**config.mk**
```make
export PLATFORM = sky130hd
export DESIGN_NAME = hazard_ctrl_flat
export DESIGN_NICKNAME = d
export VERILOG_FILES = /design/src/rtl/hazard_ctrl_if.sv /design/src/rtl/hazard_ctrl.sv /design/src/flat_wrapper.sv
export SDC_FILE = /design/constraint.sdc
export NUM_CORES = 1
export LEC_CHECK = 0
export ABC_CLOCK_PERIOD_IN_PS = 4910
export CORE_MARGIN = 2
export CORE_UTILIZATION = 35
export DETAILED_ROUTE_END_ITERATION = 16
export GPL_ROUTABILITY_DRIVEN = 0
export GPL_TIMING_DRIVEN = 0
export PLACE_DENSITY = 0.7
export SYNTH_ARGS = -nofsm -noshare
export SYNTH_HDL_FRONTEND = slang
export SYNTH_SLANG_ARGS = --single-unit
```
**constraint.sdc**
```tcl
create_clock -name clk -period 4.91 [get_ports clk]
set_input_delay 0.491 -clock clk [delete_from_list [all_inputs] [get_ports clk]]
set_output_delay 0.491 -clock clk [all_outputs]
set_load 0.05 [all_outputs]
```
**src/rtl/hazard_ctrl_if.sv**
```systemverilog
// Hazard-control bundle between the pipeline (master) and hazard_ctrl (slave).
// ID/EX hazard sources flow in; stall/flush controls and status flow out.
interface hazard_ctrl_if;
  logic [4:0]  id_rs1;
  logic [4:0]  id_rs2;
  logic        id_use_rs1;
  logic        id_use_rs2;
  logic [4:0]  ex_rd;
  logic        ex_regs_write;
  logic        ex_mem2reg;
  logic        ex_br_taken;
  logic        ex_md_start;
  logic        pc_stall;
  logic        if_id_stall;
  logic        id_ex_stall;
  logic        if_id_flush;
  logic        id_ex_flush;
  logic        ex_me_flush;
  logic        md_busy;
  logic [1:0]  state;
  logic [31:0] stall_cnt;

  modport master (
    output id_rs1, id_rs2, id_use_rs1, id_use_rs2, ex_rd, ex_regs_write,
           ex_mem2reg, ex_br_taken, ex_md_start,
    input  pc_stall, if_id_stall, id_ex_stall, if_id_flush, id_ex_flush,
           ex_me_flush, md_busy, state, stall_cnt
  );

  modport slave (
    input  id_rs1, id_rs2, id_use_rs1, id_use_rs2, ex_rd, ex_regs_write,
           ex_mem2reg, ex_br_taken, ex_md_start,
    output pc_stall, if_id_stall, id_ex_stall, if_id_flush, id_ex_flush,
           ex_me_flush, md_busy, state, stall_cnt
  );
endinterface

```
**src/rtl/hazard_ctrl.sv**
```systemverilog
// Pipeline hazard controller: branch flush, load-use bubble and multi-cycle
// mul/div hold, with a saturating count of PC-stall cycles.
module hazard_ctrl #(
  parameter int unsigned MD_LAT = 4
) (
  input  logic        clk,
  input  logic        rst,
  hazard_ctrl_if.slave hz
);

  typedef enum logic [1:0] {
    RUN      = 2'd0,
    LD_STALL = 2'd1,
    MD_BUSY  = 2'd2
  } state_e;

  localparam logic [3:0] MD_INIT = 4'(MD_LAT - 1);

  state_e      state_q, state_d;
  logic [3:0]  md_cnt_q, md_cnt_d;
  logic [31:0] stall_cnt_q, stall_cnt_d;

  logic load_use;
  logic pc_stall, if_id_stall, id_ex_stall;
  logic if_id_flush, id_ex_flush, ex_me_flush;
  logic md_busy;

  assign load_use = hz.ex_mem2reg & hz.ex_regs_write & (hz.ex_rd != 5'd0) &
                    ((hz.id_use_rs1 & (hz.id_rs1 == hz.ex_rd)) |
                     (hz.id_use_rs2 & (hz.id_rs2 == hz.ex_rd)));

  always_comb begin
    state_d     = RUN;
    md_cnt_d    = md_cnt_q;
    pc_stall    = 1'b0;
    if_id_stall = 1'b0;
    id_ex_stall = 1'b0;
    if_id_flush = 1'b0;
    id_ex_flush = 1'b0;
    ex_me_flush = 1'b0;
    unique case (state_q)
      RUN, LD_STALL: begin
        if (hz.ex_br_taken) begin
          // a redirect squashes whatever is behind it, so load-use is moot
          if_id_flush = 1'b1;
          id_ex_flush = 1'b1;
          state_d     = RUN;
        end else if (hz.ex_md_start) begin
          pc_stall    = 1'b1;
          if_id_stall = 1'b1;
          id_ex_stall = 1'b1;
          ex_me_flush = 1'b1;
          state_d     = MD_BUSY;
          md_cnt_d    = MD_INIT;
        end else if (load_use) begin
          pc_stall    = 1'b1;
          if_id_stall = 1'b1;
          id_ex_flush = 1'b1;
          state_d     = LD_STALL;
        end
      end
      MD_BUSY: begin
        if (md_cnt_q > 4'd1) begin
          pc_stall    = 1'b1;
          if_id_stall = 1'b1;
          id_ex_stall = 1'b1;
          ex_me_flush = 1'b1;
          state_d     = MD_BUSY;
          md_cnt_d    = md_cnt_q - 4'd1;
        end else begin
          // final EX cycle: result moves on to EX/ME
          state_d  = RUN;
          md_cnt_d = 4'd0;
        end
      end
      default: begin
        state_d  = RUN;
        md_cnt_d = 4'd0;
      end
    endcase
    if (rst) begin
      pc_stall    = 1'b0;
      if_id_stall = 1'b0;
      id_ex_stall = 1'b0;
      if_id_flush = 1'b0;
      id_ex_flush = 1'b0;
      ex_me_flush = 1'b0;
    end
  end

  assign md_busy     = (state_q == MD_BUSY) & ~rst;
  assign stall_cnt_d = (pc_stall && (stall_cnt_q != 32'hFFFF_FFFF)) ?
                       stall_cnt_q + 32'd1 : stall_cnt_q;

  always_ff @(posedge clk) begin
    if (rst) begin
      state_q     <= RUN;
      md_cnt_q    <= 4'd0;
      stall_cnt_q <= 32'd0;
    end else begin
      state_q     <= state_d;
      md_cnt_q    <= md_cnt_d;
      stall_cnt_q <= stall_cnt_d;
    end
  end

  assign hz.pc_stall    = pc_stall;
  assign hz.if_id_stall = if_id_stall;
  assign hz.id_ex_stall = id_ex_stall;
  assign hz.if_id_flush = if_id_flush;
  assign hz.id_ex_flush = id_ex_flush;
  assign hz.ex_me_flush = ex_me_flush;
  assign hz.md_busy     = md_busy;
  assign hz.state       = state_q;
  assign hz.stall_cnt   = stall_cnt_q;

endmodule
```
**src/flat_wrapper.sv**
```systemverilog
// flat-port wrapper written by rule: the top's interface ports become plain ports
module hazard_ctrl_flat 
#(
  parameter int unsigned MD_LAT = 4
)
  (clk, rst, hz_id_rs1, hz_id_rs2, hz_id_use_rs1, hz_id_use_rs2, hz_ex_rd, hz_ex_regs_write, hz_ex_mem2reg, hz_ex_br_taken, hz_ex_md_start, hz_pc_stall, hz_if_id_stall, hz_id_ex_stall, hz_if_id_flush, hz_id_ex_flush, hz_ex_me_flush, hz_md_busy, hz_state, hz_stall_cnt);
  hazard_ctrl_if hz_i ();
  input  logic clk;
  input  logic rst;
  input wire logic [$bits(hz_i.id_rs1)-1:0] hz_id_rs1;
  input wire logic [$bits(hz_i.id_rs2)-1:0] hz_id_rs2;
  input wire logic [$bits(hz_i.id_use_rs1)-1:0] hz_id_use_rs1;
  input wire logic [$bits(hz_i.id_use_rs2)-1:0] hz_id_use_rs2;
  input wire logic [$bits(hz_i.ex_rd)-1:0] hz_ex_rd;
  input wire logic [$bits(hz_i.ex_regs_write)-1:0] hz_ex_regs_write;
  input wire logic [$bits(hz_i.ex_mem2reg)-1:0] hz_ex_mem2reg;
  input wire logic [$bits(hz_i.ex_br_taken)-1:0] hz_ex_br_taken;
  input wire logic [$bits(hz_i.ex_md_start)-1:0] hz_ex_md_start;
  output wire logic [$bits(hz_i.pc_stall)-1:0] hz_pc_stall;
  output wire logic [$bits(hz_i.if_id_stall)-1:0] hz_if_id_stall;
  output wire logic [$bits(hz_i.id_ex_stall)-1:0] hz_id_ex_stall;
  output wire logic [$bits(hz_i.if_id_flush)-1:0] hz_if_id_flush;
  output wire logic [$bits(hz_i.id_ex_flush)-1:0] hz_id_ex_flush;
  output wire logic [$bits(hz_i.ex_me_flush)-1:0] hz_ex_me_flush;
  output wire logic [$bits(hz_i.md_busy)-1:0] hz_md_busy;
  output wire logic [$bits(hz_i.state)-1:0] hz_state;
  output wire logic [$bits(hz_i.stall_cnt)-1:0] hz_stall_cnt;
  assign hz_i.id_rs1 = hz_id_rs1;
  assign hz_i.id_rs2 = hz_id_rs2;
  assign hz_i.id_use_rs1 = hz_id_use_rs1;
  assign hz_i.id_use_rs2 = hz_id_use_rs2;
  assign hz_i.ex_rd = hz_ex_rd;
  assign hz_i.ex_regs_write = hz_ex_regs_write;
  assign hz_i.ex_mem2reg = hz_ex_mem2reg;
  assign hz_i.ex_br_taken = hz_ex_br_taken;
  assign hz_i.ex_md_start = hz_ex_md_start;
  assign hz_pc_stall = hz_i.pc_stall;
  assign hz_if_id_stall = hz_i.if_id_stall;
  assign hz_id_ex_stall = hz_i.id_ex_stall;
  assign hz_if_id_flush = hz_i.if_id_flush;
  assign hz_id_ex_flush = hz_i.id_ex_flush;
  assign hz_ex_me_flush = hz_i.ex_me_flush;
  assign hz_md_busy = hz_i.md_busy;
  assign hz_state = hz_i.state;
  assign hz_stall_cnt = hz_i.stall_cnt;
  hazard_ctrl #(.MD_LAT(MD_LAT)) u_core (.clk(clk), .rst(rst), .hz(hz_i));
endmodule
```
# Yosys cells after proc, flatten, opt, wreduce, memory -nomap -nowiden

Index checks and enable logic that the tools add are counted.

Logic and storage cells: 52
Register bits after elaboration: 38
Output and inout bits: 41
Input port bits: 23

Bitwise operators: 8
Add/subtract/negate cells: 2
$lt $le $gt $ge: 1
Muxes and demuxes: 26
Reduce and logical (&&, ||, !) cells: 5
Equality and inequality tests: 7

Operators by type and width:

| kind                  | number |
|---|---|
| $add 32x1->32 const B | 1 |
| $ne 32x32->1 const B  | 1 |
| $mux 1                | 16 |
| $mux 4                | 3 |
| $eq 5x5->1            | 2 |
| $pmux 4 s2            | 1 |
| $and 1x1->1           | 6 |
| $mux 2                | 3 |
| $reduce_bool 5->1     | 1 |
| $gt 4x1->1 const B    | 1 |
| $ne 2x2->1 const B    | 2 |
| $pmux 1 s2            | 2 |
| $pmux 2 s2            | 1 |
| $sub 4x1->4 const B   | 1 |
| $eq 2x1->1 const B    | 1 |
| $eq 2x2->1 const B    | 1 |
| $logic_not 2->1       | 1 |
| $reduce_and 2->1      | 1 |
| $reduce_or 2->1       | 1 |
| $logic_and 1x1->1     | 1 |
| $not 1->1             | 1 |
| $or 1x1->1            | 1 |

# Depth between registers and ports, before layout

Gate-level depths: netlist (run 1).

Depth after elaboration: 10
Gate-level depth with buffers: 10
Gate-level depth less buffers: 9

# Least setup slack after synthesis (run 1)

Ideal clock, no wire load.

Path type: register to output
From: register u_core.state_q[1] (netlist: u_core.hz.state[1])
To: output port hz_pc_stall
Arrival time: 2.883 ns
Path slack: 1.536 ns
Stages on the path, launching flop included: 7
Cells stage by stage: dfxtp_1 -> o311ai_1 -> o21ai_1 -> a21oi_4 -> buf_2 -> inv_1 -> buf_4

Word-level cells in the longest chain between the ends: 4
Elaborated cells between the ends (all ways): 6

RTL lines:

| element                                              | line               | text |
|---|---|---|
| from (decl)                                          | hazard_ctrl.sv:19  | `state_e state_q, state_d;` |
| from (signal assigned)                               | hazard_ctrl.sv:101 | `state_q <= state_d;` |
| $eq 2x1->1 / $logic_not 2->1 (equally long branches) | n/a                |  |
| $reduce_or 2->1                                      | n/a                |  |
| $pmux 1 s2 *                                         | n/a                |  |
| $mux 1 *                                             | n/a                |  |
| to (decl)                                            | flat_wrapper.sv:19 | `output wire logic [$bits(hz_i.pc_stall)-1:0] hz_pc_stall;` |

Mark *: on every way between the ends. The rest lies on a longest branch, timed or not.

# Worst setup path in the final report (run 1)

From: input port hz_ex_rd[0]
To: output port hz_pc_stall

Word-level cells in the longest chain between the ends: 9
Elaborated cells between the ends (all ways): 13

RTL lines:

| element                               | line                                 | text |
|---|---|---|
| from (decl)                           | flat_wrapper.sv:14                   | `input wire logic [$bits(hz_i.ex_rd)-1:0] hz_ex_rd;` |
| $eq 5x5->1, on equally long branches  | hazard_ctrl.sv:29, hazard_ctrl.sv:30 |  |
| $and 1x1->1, on equally long branches | hazard_ctrl.sv:29, hazard_ctrl.sv:30 |  |
| $or 1x1->1                            | hazard_ctrl.sv:29                    | `((hz.id_use_rs1 & (hz.id_rs1 == hz.ex_rd)) \|` |
| $and 1x1->1 *                         | hazard_ctrl.sv:28                    | `assign load_use = hz.ex_mem2reg & hz.ex_regs_write & (hz.ex_rd != 5'd0) &` |
| $mux 1 *                              | hazard_ctrl.sv:55                    | `end else if (load_use) begin` |
| $mux 1 *                              | hazard_ctrl.sv:48                    | `end else if (hz.ex_md_start) begin` |
| $mux 1 *                              | hazard_ctrl.sv:43                    | `if (hz.ex_br_taken) begin` |
| $pmux 1 s2 *                          | hazard_ctrl.sv:41                    | `unique case (state_q)` |
| $mux 1 *                              | hazard_ctrl.sv:81                    | `if (rst) begin` |

Marks and branches as above.

==> results.md, run 1 <==
* Status: completed
* Mux cell area share after synthesis at 3.82%
* Max IR drop VDD at between 0.0001 and 0.00015 V
* Worst rel slew slack at 59.6%
* Reg power frac at 49.7%
* Initial antenna violation count at 0
* Pint at 0.000467 W
* Worst Path Arrival at 3310 ps
* Mapped Cells at 251
* Final WL at about 5400 um
* Share of cells above drive strength 1 at 7.14%
* Register Area at 761 um^2
* Die Wd at 81.4 um
* Tmin final at approximately 3800 ps
* RSZ-0062 raised after global routing: no
* Logic pwr share at 14.7%
* Synth Flop Type: dfxtp_1
* Setup TNS at 0 ps
* Count of pins over their slew limit at 0
* GRT overflow at 0
* # fillers at 596
* Power Dens Cells at 218 nW/um^2
* Cell area after layout at a little under 3000 um^2
* Via/cell ratio at just over 5
* Core area at 5850 um^2
* Final worst setup slack at 1110 ps
* Clock skew at 7.56 ps
* Simple-Gate Fraction of Synth Area at 35.0%
* First-pass GRT wire length at 8490 um
* CP Capture Type: output port
* # port buffers at 63
* Switch Pwr at approximately 0.00017 W
* Avg WL per Cell at 13.5 um
* Worst-Margin Slew at 597 ps
* I/O pins at 64
* Adder-cell share of the synthesized area at 1.79%
* Final setup fails at 0
* Drt drc at 0
* Clock Sinks at 38
* Post-CTS setup buffers at 0
* Initial DRC count at 74
* Post-synth EDFFs at 0
* TritonCTS buffer count at 5
* Leakage at 0.998 nW
* Multi-input gate area at 1260 um^2
* Hold buffer count at CTS at 0
* Layout area overhead at 38.9%
* DIE AREA at about 6600 um^2
* Largest family of logic cells by synthesized area: simple AND/OR/NAND/NOR gates
* Startpoint Class: input port
* Ant. Diodes at 0
* Worst min path class: reg2reg
* Async SR Flop Fraction at 0%
* Crit Path Category: in2out
* Vias at 2034
* Worst-path clk slew at ~70 ps
* # H-tree levels at 2
* Synth Net Count at 277
* Cell Area, Synth at approximately 2100 um^2
* Pin count of the biggest net entering global routing at 12
* Synth warn at 0
* Vias in the first global route at 1891
* CTS Buffer Depth at 2
* Worst-path maximum fanout at 10
* CTS tree: built
* GRT Overall Usage at 16.3%
* Syn avg cell area at 8.35 um^2
* Worst path required time at 4420 ps
* Sequential share of the synthesized area at 36.3%
* Clock Power Share at 35.6%
* Nets at roughly 350
* Yosys reg bits at 38
* Crit share post-route at a little under 80%
* # resized after CTS at 0
* Post-synthesis xor/xnor area fraction at 14.2%
* Post-synthesis compound-gate area fraction at 5.37%
* Post-place setup slack at roughly 1100 ps
* Clk Latency, worst-skew pair at ~300 ps
* Sw Share at 26.4%
* Final ANT Viol Nets at 0
* Max Clk Rate at ~0.26 GHz
* Num rows at 28
* Clock root buffer: clkbuf_8
* Max-cap violations at 0
* Distinct cells, synth at 41
* Dpl cell area at 2820 um^2
* Fin. Hold Viols at 0
* First drt pass iteration count at 4
* Initial Util at 35.8%
* DPL Wire Length at 4040 um
* Die boundary height at 81.4 um
[layout by cell type, fill, tap and decap left out, types with 2 or more instances in the layout]
cell type and instances:
nor3_1 17, nand2_1 15, mux2i_1 2, nor3b_1 2, nand3_1 10, nor4b_1 3
and3_1 9, clkdlybuf4s50_1 63, nor2b_1 6, o21ai_0 2, o22ai_1 3, nand4_1 11
buf_1 3, nand2b_1 3, ha_1 3, and2_1 4, inv_1 4, a21oi_1 4
dfxtp_1 38, clkbuf_1 3, nor4_1 6, clkbuf_8 6, and4_1 4, buf_4 2
xnor2_1 34, mux2_2 3, nor2_1 41, buf_2 5
[cell families (layout without fill, tap and decap cells)]
group	Yosys count	in the layout
and+or+nand+nor	137	137
xor gates and xnor gates	34	34
buffers and inverters	16	87
DFF	38	38
muxes	7	7
adders and majority gates	3	3
AOI/OAI and AO/OA	16	16
[layer usage]
metal / global-route usage, % / vias to the layer above / wire (um)
met3: 4.11 / 12 / 412
met2: 29.6 / 57 / 2550
met4: 5.59 / 0 / 93
li1: - / 1016 / -
met5: 0 / - / 0
met1: 18.4 / 949 / 2320
[per-stage QoR]
step                      instances  total power [W]  hold WS, ps  utilization [%]
after global placement          389         0.000415          467             48.2
final                           397         0.000635          489             49.8
after floorplan                 251         0.000377          506                -
after global routing            397         0.000661          517             49.8
after CTS                       397         0.000641          493             49.8
after detailed placement        389         0.000417          480             48.2
[cell usage after synthesis (4+ instances only)]
cell     instances  area (um^2)
nor4_1           6         37.5
nor2_1          41          154
nand3_1         10         50.1
nor2b_1          6         37.5
dfxtp_1         38          761
nor3_1          17         85.1
buf_2            5         25.0
and4_1           4         35.0
a21oi_1          4         20.0
and2_1           4         25.0
xnor2_1         34          298
nand4_1         11         68.8
nand2_1         15         56.3
and3_1           9         56.3
inv_1            4         15.0
[sequential cells by signal, summed over array words and instances (netlist names)]
| name | cells |
|---|---|
| u_core.hz.stall_cnt | 32 |
| u_core.hz.state | 2 |
| u_core.md_cnt_q | 4 |
[worst max-delay path: stages]
cell	delay, ps
clkdlybuf4s50_1	470
or4_1	550
o2111ai_1	230
nor2_1	100
a21oi_4	290
buf_2	280
inv_1	80
buf_4	130
clkdlybuf4s50_1	680
[worst paths after layout]
kind                            cells after the start                      end                    start  slack (ps)
worst max-delay path                                9              hz_pc_stall              hz_ex_rd[0]        1110
worst min-delay path                                1  u_core.hz.stall_cnt[31]  u_core.hz.stall_cnt[31]         490
worst max register to register                      9  u_core.hz.stall_cnt[25]       u_core.md_cnt_q[0]        2200
worst min register to register                      1  u_core.hz.stall_cnt[31]  u_core.hz.stall_cnt[31]         490
[power groups by stage]
stage | registers (W) | logic, W | clock network (W)
global placement | 0.000322 | 0.0000927 | 0
finish | 0.000316 | 0.0000934 | 0.000226
CTS | 0.000316 | 0.0000943 | 0.000232
detailed placement | 0.000323 | 0.0000939 | 0
global route | 0.000316 | 0.000101 | 0.000244
floorplan | 0.000327 | 0.0000496 | 0
[cell type report]
type / instances / share of cell area (%)
Tap cell: 75 / 3.22
Timing Repair Buffer: 63 / 21.6
Buffer: 12 / 2.02
Clock inverter: 1 / 0.172
Multi-Input combinational cell: 197 / 43.3
Inverter: 4 / 0.515
Sequential cell: 38 / 26.1
Clock buffer: 7 / 2.96
No activity file was read; power rests on OpenSTA's default activity.
==> inputs of run 2 (changes only) <==
- ABC_CLOCK_PERIOD_IN_PS: 4910 -> 3600
- clock period: 4.91 -> 3.6 ns (I/O delays scaled with it)
==> results.md, run 2 (synthesis gave the netlist of run 1 again) <==
* Most common cell after layout, fill and taps aside: clkdlybuf4s50_1
* Final Non-Filler Cells at 397
* Clock root buffer: clkbuf_8
* Reg2reg start: u_core.md_cnt_q[0]
* Power Dens Cells at 297 nW/um^2
* Share of cells above drive strength 1 at 7.45%
* Clock Power Share at 35.6%
* Clock Sinks at 38
* Worst Path Arrival at between 3000 and 4000 ps
* Ant. Diodes at 0
* Final ANT Viol Nets at 0
* Reg-to-Reg End: u_core.hz.stall_cnt[25]
* Logic pwr share at 14.8%
* TritonCTS buffer count at 5
* Setup TNS at 0 ps
* Pint at 0.000637 W
* Die Wd at approximately 80 um
* Die boundary height at 81.4 um
* Power Total at about 0.00087 W
* Register Area at approximately 760 um^2
* Placed Instances at 389
* Count of pins over their slew limit at 0
* I/O pins at 64
* CP startpoint: hz_ex_rd[0]
* DPL Wire Length at 4040 um
* Leakage at 1.02 nW
* Via/cell ratio at 5.08
* Worst min path class: reg2reg
* CTS tree: built
* Initial antenna violation count at 0
* CP Capture Type: output port
* Crit Path Category: in2out
* Final worst setup slack at 175 ps
* Worst path required time at ~3200 ps
* Clock skew at 9.50 ps
* First drt pass iteration count at 4
* Switch Pwr at 0.000230 W
* Nets at 347
* Clk Latency, worst-skew pair at 300 ps
* R2R depth at 9
* Max IR drop VDD at 0.000173 V
* Max-cap violations at 0
* Post-place setup slack at 28.8 ps
* First-pass GRT wire length at 8490 um
* GRT overflow at 0
* RSZ-0062 raised after global routing: no
* Most frequent cells in the layout: clkdlybuf4s50_1, nor2_1, dfxtp_1
* Startpoint Class: input port
* Largest register FFs at 32
* # H-tree levels at 2
* Vias in the first global route at approximately 1900
* # port buffers at 63
* Drt drc at 0
* Multi-input gate area at 1270 um^2
* CTS Buffer Depth at 2
* Worst rel slew slack at 61.4%
* DIE AREA at 6630 um^2
* R2R Setup Slk at 910 ps
* Sw Share at 26.5%
* Layout area overhead at 39.4%
* Max Clk Rate at 0.292 GHz
* GRT Overall Usage at 16.3%
* Core area at 5850 um^2
* Fin. Hold Viols at 0
* Num rows at 28
* Avg WL per Cell at approximately 14 um
* Final setup fails at 0
* Worst-Margin Slew at 574 ps
* Worst-path maximum fanout at 10
* Post-CTS setup buffers at 0
* Initial DRC count at slightly below 80
* # fillers at 595
* Tmin final at 3420 ps
* Reg power frac at 49.7%
* Worst-path clk slew at 70 ps
* End of the critical path: hz_if_id_stall
* Crit share post-route at between 90 and 100%
* Initial Util at 35.8%
* Final WL at 5390 um
* Status: completed
* Vias at 2015
* Pin count of the biggest net entering global routing at 12
* Hold buffer count at CTS at 0
## run 2: cell count changes in the layout (fill, tap and decap cells not counted), sizes merged
cell           change
dlymetal6s2s       +1
clkdlybuf4s50      -1
## run 2: repair_timing
item	in CTS	in global routing
endpoints found under the hold margin	0	0
cloned	0	0
resized for setup	1	1
endpoints found under the setup margin	1	1
## run 2: area by class of cell
class / instances / area share, %
plain buffers: 12 / 2.01
flip-flops and latches: 38 / 26.0
clock inverters: 1 / 0.171
clock buffers: 7 / 2.95
inverters: 4 / 0.514
repair buffers: 63 / 21.7
multi-input cells: 197 / 43.5
well taps: 75 / 3.21
## run 2: metrics by stage
step | util [%] | instance area, um^2 | hold slack [ps]
2_1_floorplan | - | 2100 | 437
3_3_place_gp | 48.2 | 2820 | 467
3_5_place_dp | 48.2 | 2820 | 480
4_1_cts | 49.9 | 2920 | 493
5_1_grt | 50.0 | 2920 | 517
6_report | 50.0 | 2920 | 487
## run 2: layer usage
layer	vias up	part of all wire (%)	routed length (um)	track usage, %
met3	6	7.7	415	4.11
li1	1016	-	-	-
met5	-	0	0	0
met1	938	43	2320	18.5
met2	55	48	2610	29.6
met4	0	0.85	46	5.59
## run 2: power groups by stage
stage | clock network [W] | logic, W | registers [W]
after floorplan | 0 | 0.0000677 | 0.000446
after global placement | 0 | 0.000126 | 0.000440
after detailed placement | 0 | 0.000128 | 0.000440
after CTS | 0.000316 | 0.000129 | 0.000431
after global routing | 0.000332 | 0.000138 | 0.000431
final | 0.000309 | 0.000128 | 0.000431
## run 2: worst max-delay path, stage by stage
cell and delay (ps):
clkdlybuf4s50_1 470, or4_1 550, o2111ai_1 230, nor2_1 100
a21oi_4 290, buf_2 280, inv_1 80, clkdlybuf4s50_1 700
## run 2: how the worst min path moves through the flow
stage	from	end	slack (ps)	cells past startpoint
3_3_place_gp	u_core.hz.stall_cnt[31]	u_core.hz.stall_cnt[31]	470	1
5_1_grt	u_core.hz.stall_cnt[31]	u_core.hz.stall_cnt[31]	520	1
6_report	u_core.hz.stall_cnt[31]	u_core.hz.stall_cnt[31]	490	1
4_1_cts	u_core.hz.stall_cnt[31]	u_core.hz.stall_cnt[31]	490	1
2_1_floorplan	hz_ex_br_taken	u_core.hz.state[0]	440	1
3_5_place_dp	u_core.hz.stall_cnt[31]	u_core.hz.stall_cnt[31]	480	1
